File: src/rtl/spi_cfg_pkg.sv
// Shared types and frame layout for the SPI configuration master.
// Byte offsets locate each field inside the configuration frame.
package spi_cfg_pkg;

  typedef enum logic [2:0] {
    IDLE,
    LOAD,
    SHIFT,
    HOLD,
    GAP
  } spi_state_t;

  localparam int DEFAULT_NUM_BYTES = 224;

  localparam int OFS_SPIKES     = 0;
  localparam int OFS_DECAY      = 16;
  localparam int OFS_REFRACTORY = 32;
  localparam int OFS_THRESHOLD  = 48;
  localparam int OFS_DIV_VALUE  = 64;
  localparam int OFS_WEIGHTS    = 72;
  localparam int OFS_DELAYS     = 136;
  localparam int OFS_DEBUG_CFG  = 200;

endpackage

File: src/rtl/spi_sclk_gen.sv
// SCLK half-period divider with one-cycle edge strobes.
// Held cleared (SCLK low, count zero) whenever not enabled.
module spi_sclk_gen #(
  parameter int CLK_DIV = 4
) (
  input  logic system_clock,
  input  logic reset,
  input  logic en,
  output logic rise_en,
  output logic fall_en,
  output logic sclk
);

  localparam int CW = (CLK_DIV > 1) ? $clog2(CLK_DIV) : 1;
  localparam logic [CW-1:0] LAST = CW'(CLK_DIV - 1);

  logic [CW-1:0] cnt;
  logic          wrap;

  assign wrap    = en && (cnt == LAST);
  assign rise_en = wrap && !sclk;
  assign fall_en = wrap && sclk;

  // Divider count and SCLK flop; toggles at the end of each half-period
  always_ff @(posedge system_clock) begin
    if (!reset) begin
      cnt  <= '0;
      sclk <= 1'b0;
    end else if (!en) begin
      cnt  <= '0;
      sclk <= 1'b0;
    end else if (wrap) begin
      cnt  <= '0;
      sclk <= ~sclk;
    end else begin
      cnt  <= cnt + 1'b1;
    end
  end

endmodule

File: src/rtl/spi_config_master.sv
// Mode-0 SPI initiator streaming a configuration frame, MSB first.
// Bytes arrive over valid/ready; MISO bytes are returned per byte.
module spi_config_master
  import spi_cfg_pkg::*;
#(
  parameter int NUM_BYTES = DEFAULT_NUM_BYTES,
  parameter int CLK_DIV   = 4
) (
  input  logic       system_clock,
  input  logic       reset,
  input  logic       start,
  input  logic       abort,
  input  logic [7:0] tx_byte,
  input  logic       tx_valid,
  output logic       tx_ready,
  output logic [7:0] rx_byte,
  output logic       rx_valid,
  output logic       busy,
  output logic       done,
  output logic       SCLK,
  output logic       MOSI,
  output logic       SS,
  input  logic       MISO
);

  localparam int BW = (NUM_BYTES > 1) ? $clog2(NUM_BYTES) : 1;
  localparam int HW = (CLK_DIV > 1) ? $clog2(CLK_DIV) : 1;
  localparam logic [BW-1:0] LAST_BYTE = BW'(NUM_BYTES - 1);
  localparam logic [HW-1:0] LAST_HALF = HW'(CLK_DIV - 1);

  spi_state_t    state;
  spi_state_t    state_n;
  logic [2:0]    bit_cnt;
  logic [BW-1:0] byte_cnt;
  logic [HW-1:0] hcnt;
  logic [6:0]    tx_sh;
  logic [7:0]    rx_sh;
  logic          aborted;
  logic          sclk_en;
  logic          rise_en;
  logic          fall_en;
  logic          hold_end;
  logic          last_bit;
  logic          last_byte;

  assign tx_ready  = (state == LOAD);
  assign sclk_en   = (state == SHIFT) && !abort;
  assign hold_end  = (hcnt == LAST_HALF);
  assign last_bit  = (bit_cnt == 3'd7);
  assign last_byte = (byte_cnt == LAST_BYTE);

  spi_sclk_gen #(
    .CLK_DIV(CLK_DIV)
  ) u_sclk (
    .system_clock(system_clock),
    .reset       (reset),
    .en          (sclk_en),
    .rise_en     (rise_en),
    .fall_en     (fall_en),
    .sclk        (SCLK)
  );

  // State register
  always_ff @(posedge system_clock) begin
    if (!reset) state <= IDLE;
    else        state <= state_n;
  end

  // Next-state logic; abort wins over any handshake or bit strobe
  always_comb begin
    state_n = state;
    unique case (state)
      IDLE:  if (start) state_n = LOAD;
      LOAD: begin
        if (abort)         state_n = HOLD;
        else if (tx_valid) state_n = SHIFT;
      end
      SHIFT: begin
        if (abort)
          state_n = HOLD;
        else if (fall_en && last_bit)
          state_n = last_byte ? HOLD : LOAD;
      end
      HOLD:  if (hold_end) state_n = GAP;
      GAP:   if (hold_end) state_n = IDLE;
      default: state_n = IDLE;
    endcase
  end

  // Half-period timer for HOLD and GAP, restarted on every state change
  always_ff @(posedge system_clock) begin
    if (!reset)
      hcnt <= '0;
    else if (state_n != state)
      hcnt <= '0;
    else if (state == HOLD || state == GAP)
      hcnt <= hcnt + 1'b1;
    else
      hcnt <= '0;
  end

  // Datapath: shift registers, counters and registered outputs
  always_ff @(posedge system_clock) begin
    if (!reset) begin
      SS       <= 1'b1;
      MOSI     <= 1'b0;
      rx_byte  <= 8'h00;
      rx_valid <= 1'b0;
      busy     <= 1'b0;
      done     <= 1'b0;
      bit_cnt  <= 3'd0;
      byte_cnt <= '0;
      tx_sh    <= 7'h00;
      rx_sh    <= 8'h00;
      aborted  <= 1'b0;
    end else begin
      rx_valid <= 1'b0;
      done     <= 1'b0;
      unique case (state)
        IDLE: begin
          if (start) begin
            busy     <= 1'b1;
            SS       <= 1'b0;
            byte_cnt <= '0;
            aborted  <= 1'b0;
          end
        end
        LOAD: begin
          if (abort) begin
            aborted <= 1'b1;
          end else if (tx_valid) begin
            MOSI    <= tx_byte[7];
            tx_sh   <= tx_byte[6:0];
            bit_cnt <= 3'd0;
            rx_sh   <= 8'h00;
          end
        end
        SHIFT: begin
          if (abort) begin
            aborted <= 1'b1;
            MOSI    <= 1'b0;
          end else begin
            if (rise_en)
              rx_sh <= {rx_sh[6:0], MISO};
            if (fall_en) begin
              if (last_bit) begin
                rx_byte  <= rx_sh;
                rx_valid <= 1'b1;
                if (last_byte) MOSI <= 1'b0;
                else byte_cnt <= byte_cnt + 1'b1;
              end else begin
                MOSI    <= tx_sh[6];
                tx_sh   <= {tx_sh[5:0], 1'b0};
                bit_cnt <= bit_cnt + 3'd1;
              end
            end
          end
        end
        HOLD: begin
          if (abort) aborted <= 1'b1;
          if (hold_end) begin
            SS   <= 1'b1;
            done <= !(aborted || abort);
          end
        end
        GAP: begin
          if (hold_end) busy <= 1'b0;
        end
        default: ;
      endcase
    end
  end

endmodule

File: config.mk
export PLATFORM = sky130hd
export DESIGN_NAME = spi_config_master
export DESIGN_NICKNAME = d
export VERILOG_FILES = /design/src/rtl/spi_cfg_pkg.sv /design/src/rtl/spi_sclk_gen.sv /design/src/rtl/spi_config_master.sv
export SDC_FILE = /design/constraint.sdc
export NUM_CORES = 1
export LEC_CHECK = 0
export ABC_CLOCK_PERIOD_IN_PS = 4410
export CAP_MARGIN = 25
export CELL_PAD_IN_SITES_DETAIL_PLACEMENT = 1
export CELL_PAD_IN_SITES_GLOBAL_PLACEMENT = 1
export CORE_MARGIN = 4
export CORE_UTILIZATION = 45
export DETAILED_ROUTE_END_ITERATION = 8
export GPL_TIMING_DRIVEN = 0
export HOLD_SLACK_MARGIN = 0.15
export PLACE_DENSITY_LB_ADDON = 0.05
export SETUP_SLACK_MARGIN = 0.15
export SLEW_MARGIN = 20
export SYNTH_ARGS = -nofsm -noshare
export SYNTH_HDL_FRONTEND = slang
export SYNTH_SLANG_ARGS = --single-unit
File: constraint.sdc
create_clock -name system_clock -period 4.41 [get_ports system_clock]
set_input_delay 1.1025 -clock system_clock [delete_from_list [all_inputs] [get_ports system_clock]]
set_output_delay 1.1025 -clock system_clock [all_outputs]
set_load 0.02 [all_outputs]
==> flow_metrics.tcl, run 1 <==
set metrics [dict create \
    layout.nets 295 \
    coreArea_mm2 0.004848 \
    synthCells 241 \
    cts_buffers 5 \
    worst_ir_drop_vdd_mv 0.2081 \
    ios 29 \
    synth_ff_type "dfxtp_1" \
    die-area_mm2 0.006346 \
    fin_crit_sh_pct 66.20 \
    grt_max_degree 17 \
    cp.required_ps 4640 \
    finalWirelength_um 5534 \
    drt_iter0_drc 82 \
    nFillCells 565 \
    startpoint_type "input pin" \
    seqCellArea_um2 960.9 \
    async_flop_share_pct 0 \
    synth_edf_count 0 \
    tightest_slew_ps 665.9 \
    globalplace.congestion 0.7836 \
    rsz0062_at_grt "false" \
    cts_tree "yes" \
    worstSetupPathType "in2reg" \
    cts_sinks 48 \
    final_cell_mix "dfxtp_1 (48), clkdlybuf4s50_1 (28), nand3_1 (19), mux2i_1 (16), nand2_1 (15)" \
    drv_cap 0 \
    via_per_inst 5.608 \
    area_delta_synth_final_pct 20.79 \
    final_common_cell "dfxtp_1" \
    syn_area_mm2 0.002311 \
    cts_resized 0 \
    antenna_found_initial 0 \
    vias 1929 \
    drcViolationCount 0 \
    critPathMaxFanout 10 \
    finalClockSkew_ps 8.598 \
    insertion_delay_ps 300 \
    dp_hpwl_um 3934 \
    ys_ff_latch 48 \
    hp-class "reg2reg" \
    multiInputGateArea_mm2 0.001247 \
    p_leak_uw 0.001102 \
    ys_seq_area_share_pct 41.58 \
    yosys_warnings 0 \
    cts-root-buf "clkbuf_8" \
    status "finished clean" \
    ys_types 47 \
    power_density_mw_per_mm2 325.3 \
    setup_violations 0 \
    tns_ps 0 \
    max_slew_margin_pct 55.34 \
    portBuffers 28 \
    clock_path_buffers 2 \
    synth.net_count 260 \
    place_ws_ps 1153 \
    slew_viol_final 0 \
    initial_core_util_pct 47.66 \
    die_y_um 79.66 \
    ctsHoldBuffers 0 \
    power_uw 908.1 \
    finalHoldViolations 0 \
    grt_pass1_wl_um 9660 \
    fmax_mhz 342.5 \
    grt-ovfl-total 0 \
    grt_pass1_vias 2012 \
    die_w_um 79.66 \
    setup_ws_ps 1490 \
    num_rows 25 \
    drive_gt1_share_pct 8.303 \
    clk_pin_slew_ps 100 \
    cts_setup_buffers 0 \
    grtUsageTotal_pct 19.27 \
    antenna_cells 0 \
    min_period_ps 2920 \
    crit_arrival_ps 3150 \
    avgSynthCellArea_um2 9.589 \
    antenna_left 0 \
    htree_levels 2 \
    drt_pass1_iterations 4 \
    routedWlPerCell_um 16.09 \
    worstSetupEndpointType "flop" \
]
worst max-delay path: stages:
cell and delay [ps]:
clkdlybuf4s50_1 420, buf_2 200, or3b_1 380, a221oi_2 460
buf_2 300, nand3_1 110, a21boi_1 180
cell families (layout without fill, tap and decap cells):
group	Yosys count	after routing	share of synthesized area (%)
buffers and inverters	20	56	4.439
adder cells (fa/ha/maj)	5	5	2.707
AO/OA/AOI/OAI	56	56	18.25
multiplexers	16	16	6.930
XOR/XNOR	1	1	0.3791
AND/OR/NAND/NOR	95	95	25.72
flip-flops	48	48	41.58
sequential cells by signal, summed over array words and instances, names as in the netlist, 2 cells and up:
| signal | flops |
|---|---|
| hcnt | 2 |
| byte_cnt | 8 |
| tx_sh | 7 |
| rx_sh | 8 |
| bit_cnt | 3 |
| u_sclk.cnt | 2 |
| state | 3 |
| rx_byte | 8 |
final cells by class:
class	instances	share of cell area, %
Clock inverter	3	1.703
Buffer	17	3.272
Multi-Input combinational cell	173	44.69
Tap cell	67	3.003
Inverter	3	0.4034
Timing Repair Buffer	28	10.04
Clock buffer	5	2.465
Sequential cell	48	34.42
where the power goes:
group	internal (uW)	switching, uW
Combinational	60.0	70.1
Clock	171	155
Sequential	444	8.02
Total	675	233
through the flow:
| step | util [%] | instance area (um2) | hold WS (ps) | std cells |
|---|---|---|---|---|
| 5_1_grt | 57.57 | 2791 | 459.8 | 344 |
| 3_5_place_dp | 55.17 | 2675 | 423.9 | 336 |
| 3_3_place_gp | 55.17 | 2675 | 417.8 | 336 |
| 2_1_floorplan | - | 2311 | 406.3 | 241 |
| 6_report | 57.57 | 2791 | 436.4 | 344 |
| 4_1_cts | 57.57 | 2791 | 436.5 | 344 |
synth_stat cells, types with 2 or more instances:
master | number | area, um2
clkbuf_1 | 9 | 33.78
nor2b_1 | 8 | 50.05
nor3_1 | 4 | 20.02
nor4bb_1 | 2 | 20.02
inv_1 | 3 | 11.26
o211ai_1 | 4 | 30.03
a21oi_1 | 9 | 45.04
or2_2 | 2 | 12.51
nor2_1 | 5 | 18.77
and2_1 | 3 | 18.77
ha_1 | 5 | 62.56
or4_1 | 5 | 37.54
and4b_1 | 2 | 20.02
o211a_1 | 6 | 60.06
buf_6 | 2 | 22.52
dfxtp_1 | 48 | 960.9
or3b_1 | 2 | 17.52
or3_1 | 2 | 12.51
nand2_1 | 15 | 56.30
nand4_1 | 4 | 25.02
nand2b_1 | 11 | 68.82
a21boi_0 | 5 | 37.54
nor3b_1 | 3 | 22.52
buf_4 | 2 | 15.01
o31ai_1 | 4 | 30.03
buf_2 | 4 | 20.02
o21ai_0 | 6 | 30.03
nand3b_1 | 3 | 22.52
a21boi_1 | 12 | 90.09
mux2i_1 | 16 | 160.2
nand3_1 | 19 | 95.09
routing by layer:
metal  track usage, %  vias to the layer above  routed length, um  share of wire [%]
met2            33.81                       26               2813                 51
met1            24.15                      941               2533                 46
met4            5.155                        0                 40               0.72
met3            3.386                        4                148                2.7
li1                 -                      958                  -                  -
met5                0                        -                  0                  0
final timing paths:
check / start / end / slack (ps) / cells past startpoint
min reg2reg: hcnt[0] / hcnt[0] / 440 / 1
max reg2reg: u_sclk.cnt[0] / rx_sh[7] / 2230 / 7
max: abort / rx_sh[7] / 1490 / 7
min: hcnt[0] / hcnt[0] / 440 / 1
(Power assumes the default switching activity.)
==> run 2: changes to the inputs <==
- ABC_CLOCK_PERIOD_IN_PS: 4410 -> 3100
- CORE_UTILIZATION: 45 -> 42
- clock period: 4.41 -> 3.1 ns (I/O delays scaled with it)
==> run 2 against run 1 <==
- sequential power increased by 42%
- die area increased by 6.4%
- via count increased by 0.67%
- clock power increased by 47%
- clock skew decreased by 2.8 ps
- critical path depth unchanged
- flip-flop and latch count unchanged
- critical path type unchanged
==> flow_metrics.tcl, run 2 (synthesis results as in run 1) <==
set metrics [dict create \
    ios 29 \
    drt_pass1_iterations 4 \
    min_period_ps 2504 \
    tns_ps 0 \
    cp_slowest_stage_delay_ps 440 \
    drv_cap 0 \
    final_common_cell "dfxtp_1" \
    dp_hpwl_um 3932 \
    power_density_mw_per_mm2 468.4 \
    grt_pass1_vias 2046 \
    via_per_inst 5.597 \
    p_leak_uw 0.001098 \
    cts-root-buf "clkbuf_8" \
    drcViolationCount 0 \
    setup_violations 0 \
    critPathMaxFanout 10 \
    clockPowerShare_pct 36.7 \
    critical_path_buf_inv_count 3 \
    finalClockSkew_ps 5.811 \
    cp.required_ps 3350 \
    crit_arrival_ps 2760 \
    switching_share_pct 26.60 \
    cts_sinks 48 \
    finalWirelength_um 5585 \
    cts_setup_buffers 0 \
    area_delta_synth_final_pct 20.90 \
    sequentialPowerShare_pct 49.2 \
    antenna_left 0 \
    comb_power_share_pct 14.1 \
    clk_pin_slew_ps 100 \
    p_sw_uw 348.1 \
    die-area_mm2 0.006753 \
    cts_resized 0 \
    insertion_delay_ps 310 \
    drive_gt1_share_pct 8.303 \
    hp-class "reg2reg" \
    seqCellArea_um2 960.9 \
    antenna_cells 0 \
    portBuffers 28 \
    internal_power_uw 960.5 \
    rsz0062_at_grt "false" \
    htree_levels 2 \
    startpoint_type "input pin" \
    initial_core_util_pct 44.40 \
    critPathMostFrequentCell "buf_2" \
    tightest_slew_ps 713.0 \
    nFillCells 623 \
    fmax_mhz 399.3 \
    clock_path_buffers 2 \
    worst_ir_drop_vdd_mv 0.2179 \
    max_slew_margin_pct 52.36 \
    slew_viol_final 0 \
    ctsHoldBuffers 0 \
    final_cell_mix "dfxtp_1 (48), clkdlybuf4s50_1 (28), nand3_1 (19), mux2i_1 (16), nand2_1 (15)" \
    grt-ovfl-total 0 \
    drt_iter0_drc 52 \
    die_w_um 82.18 \
    hold_slack_ps 447.1 \
    multiInputGateArea_mm2 0.001247 \
    cp_top_family "buffers and inverters" \
    grt_max_degree 17 \
    worstSetupPathType "in2reg" \
    layout.nets 295 \
    cts_tree "yes" \
    crit_path_top_delay_cell "a221oi_2" \
    worstSetupEndpointType "flop" \
    grtUsageTotal_pct 19.24 \
    cp_cell_sequence "clkdlybuf4s50_1 -> buf_2 -> or3b_1 -> a221oi_2 -> buf_2 -> nand3_1 -> a21boi_1" \
    vias 1942 \
    grt_pass1_wl_um 9929 \
    antenna_found_initial 0 \
    die_y_um 82.18 \
    largestRegisters "byte_cnt: 8 flops, rx_byte: 8 flops, rx_sh: 8 flops" \
    fin_crit_sh_pct 80.78 \
    routedWlPerCell_um 16.10 \
    num_rows 26 \
    cts_buffers 5 \
    finalHoldViolations 0 \
    coreArea_mm2 0.005205 \
    status "finished clean" \
    globalplace.congestion 0.7605 \
]
-- run 2: cell types whose count changed in the layout (fill, tap and decap cells not counted) --
cell        delta
clkinv_4       -2
clkinvlp_4     +1
inv_6          +1
-- run 2: stage by stage --
step	power, uW	std cells	util [%]	cell area [um2]	worst slack [ps]
2_1_floorplan	778.3	241	-	2311	944.2
3_3_place_gp	841.7	339	51.47	2679	252.2
3_5_place_dp	843.9	339	51.47	2679	243.6
4_1_cts	1321	347	53.68	2794	569.3
5_1_grt	1372	347	53.68	2794	413.6
6_report	1309	347	53.68	2794	595.9
-- run 2: power groups by stage --
stage               clock network, uW  logic (uW)  registers [uW]
finish                            480         185             644
global route                      521         204             646
CTS                               490         187             644
detailed placement                  0         187             657
global placement                    0         184             657
floorplan                           0         119             659
-- run 2: path summary, 6_finish.rpt --
kind	startpoint	endpoint	slack, ps	cells past startpoint
worst min register to register	hcnt[0]	hcnt[0]	450	1
worst min-delay path	hcnt[0]	hcnt[0]	450	1
worst max register to register	u_sclk.cnt[0]	rx_sh[6]	940	7
worst max-delay path	abort	rx_sh[6]	600	7
-- run 2: area by class of cell --
type                            count  share of cell area (%)
Buffer                             17                   3.269
Timing Repair Buffer               28                   10.03
Clock inverter                      3                   1.657
Sequential cell                    48                   34.39
Tap cell                           70                   3.135
Clock buffer                        5                   2.463
Inverter                            3                  0.4030
Multi-Input combinational cell    173                   44.65
-- run 2: per-layer routing --
layer / global-route usage [%] / wire length, um / up-vias
met5: 0 / 0 / -
met3: 4.881 / 165 / 5
li1: - / - / 957
met1: 25.32 / 2671 / 961
met2: 31.66 / 2694 / 19
met4: 4.485 / 54 / 0
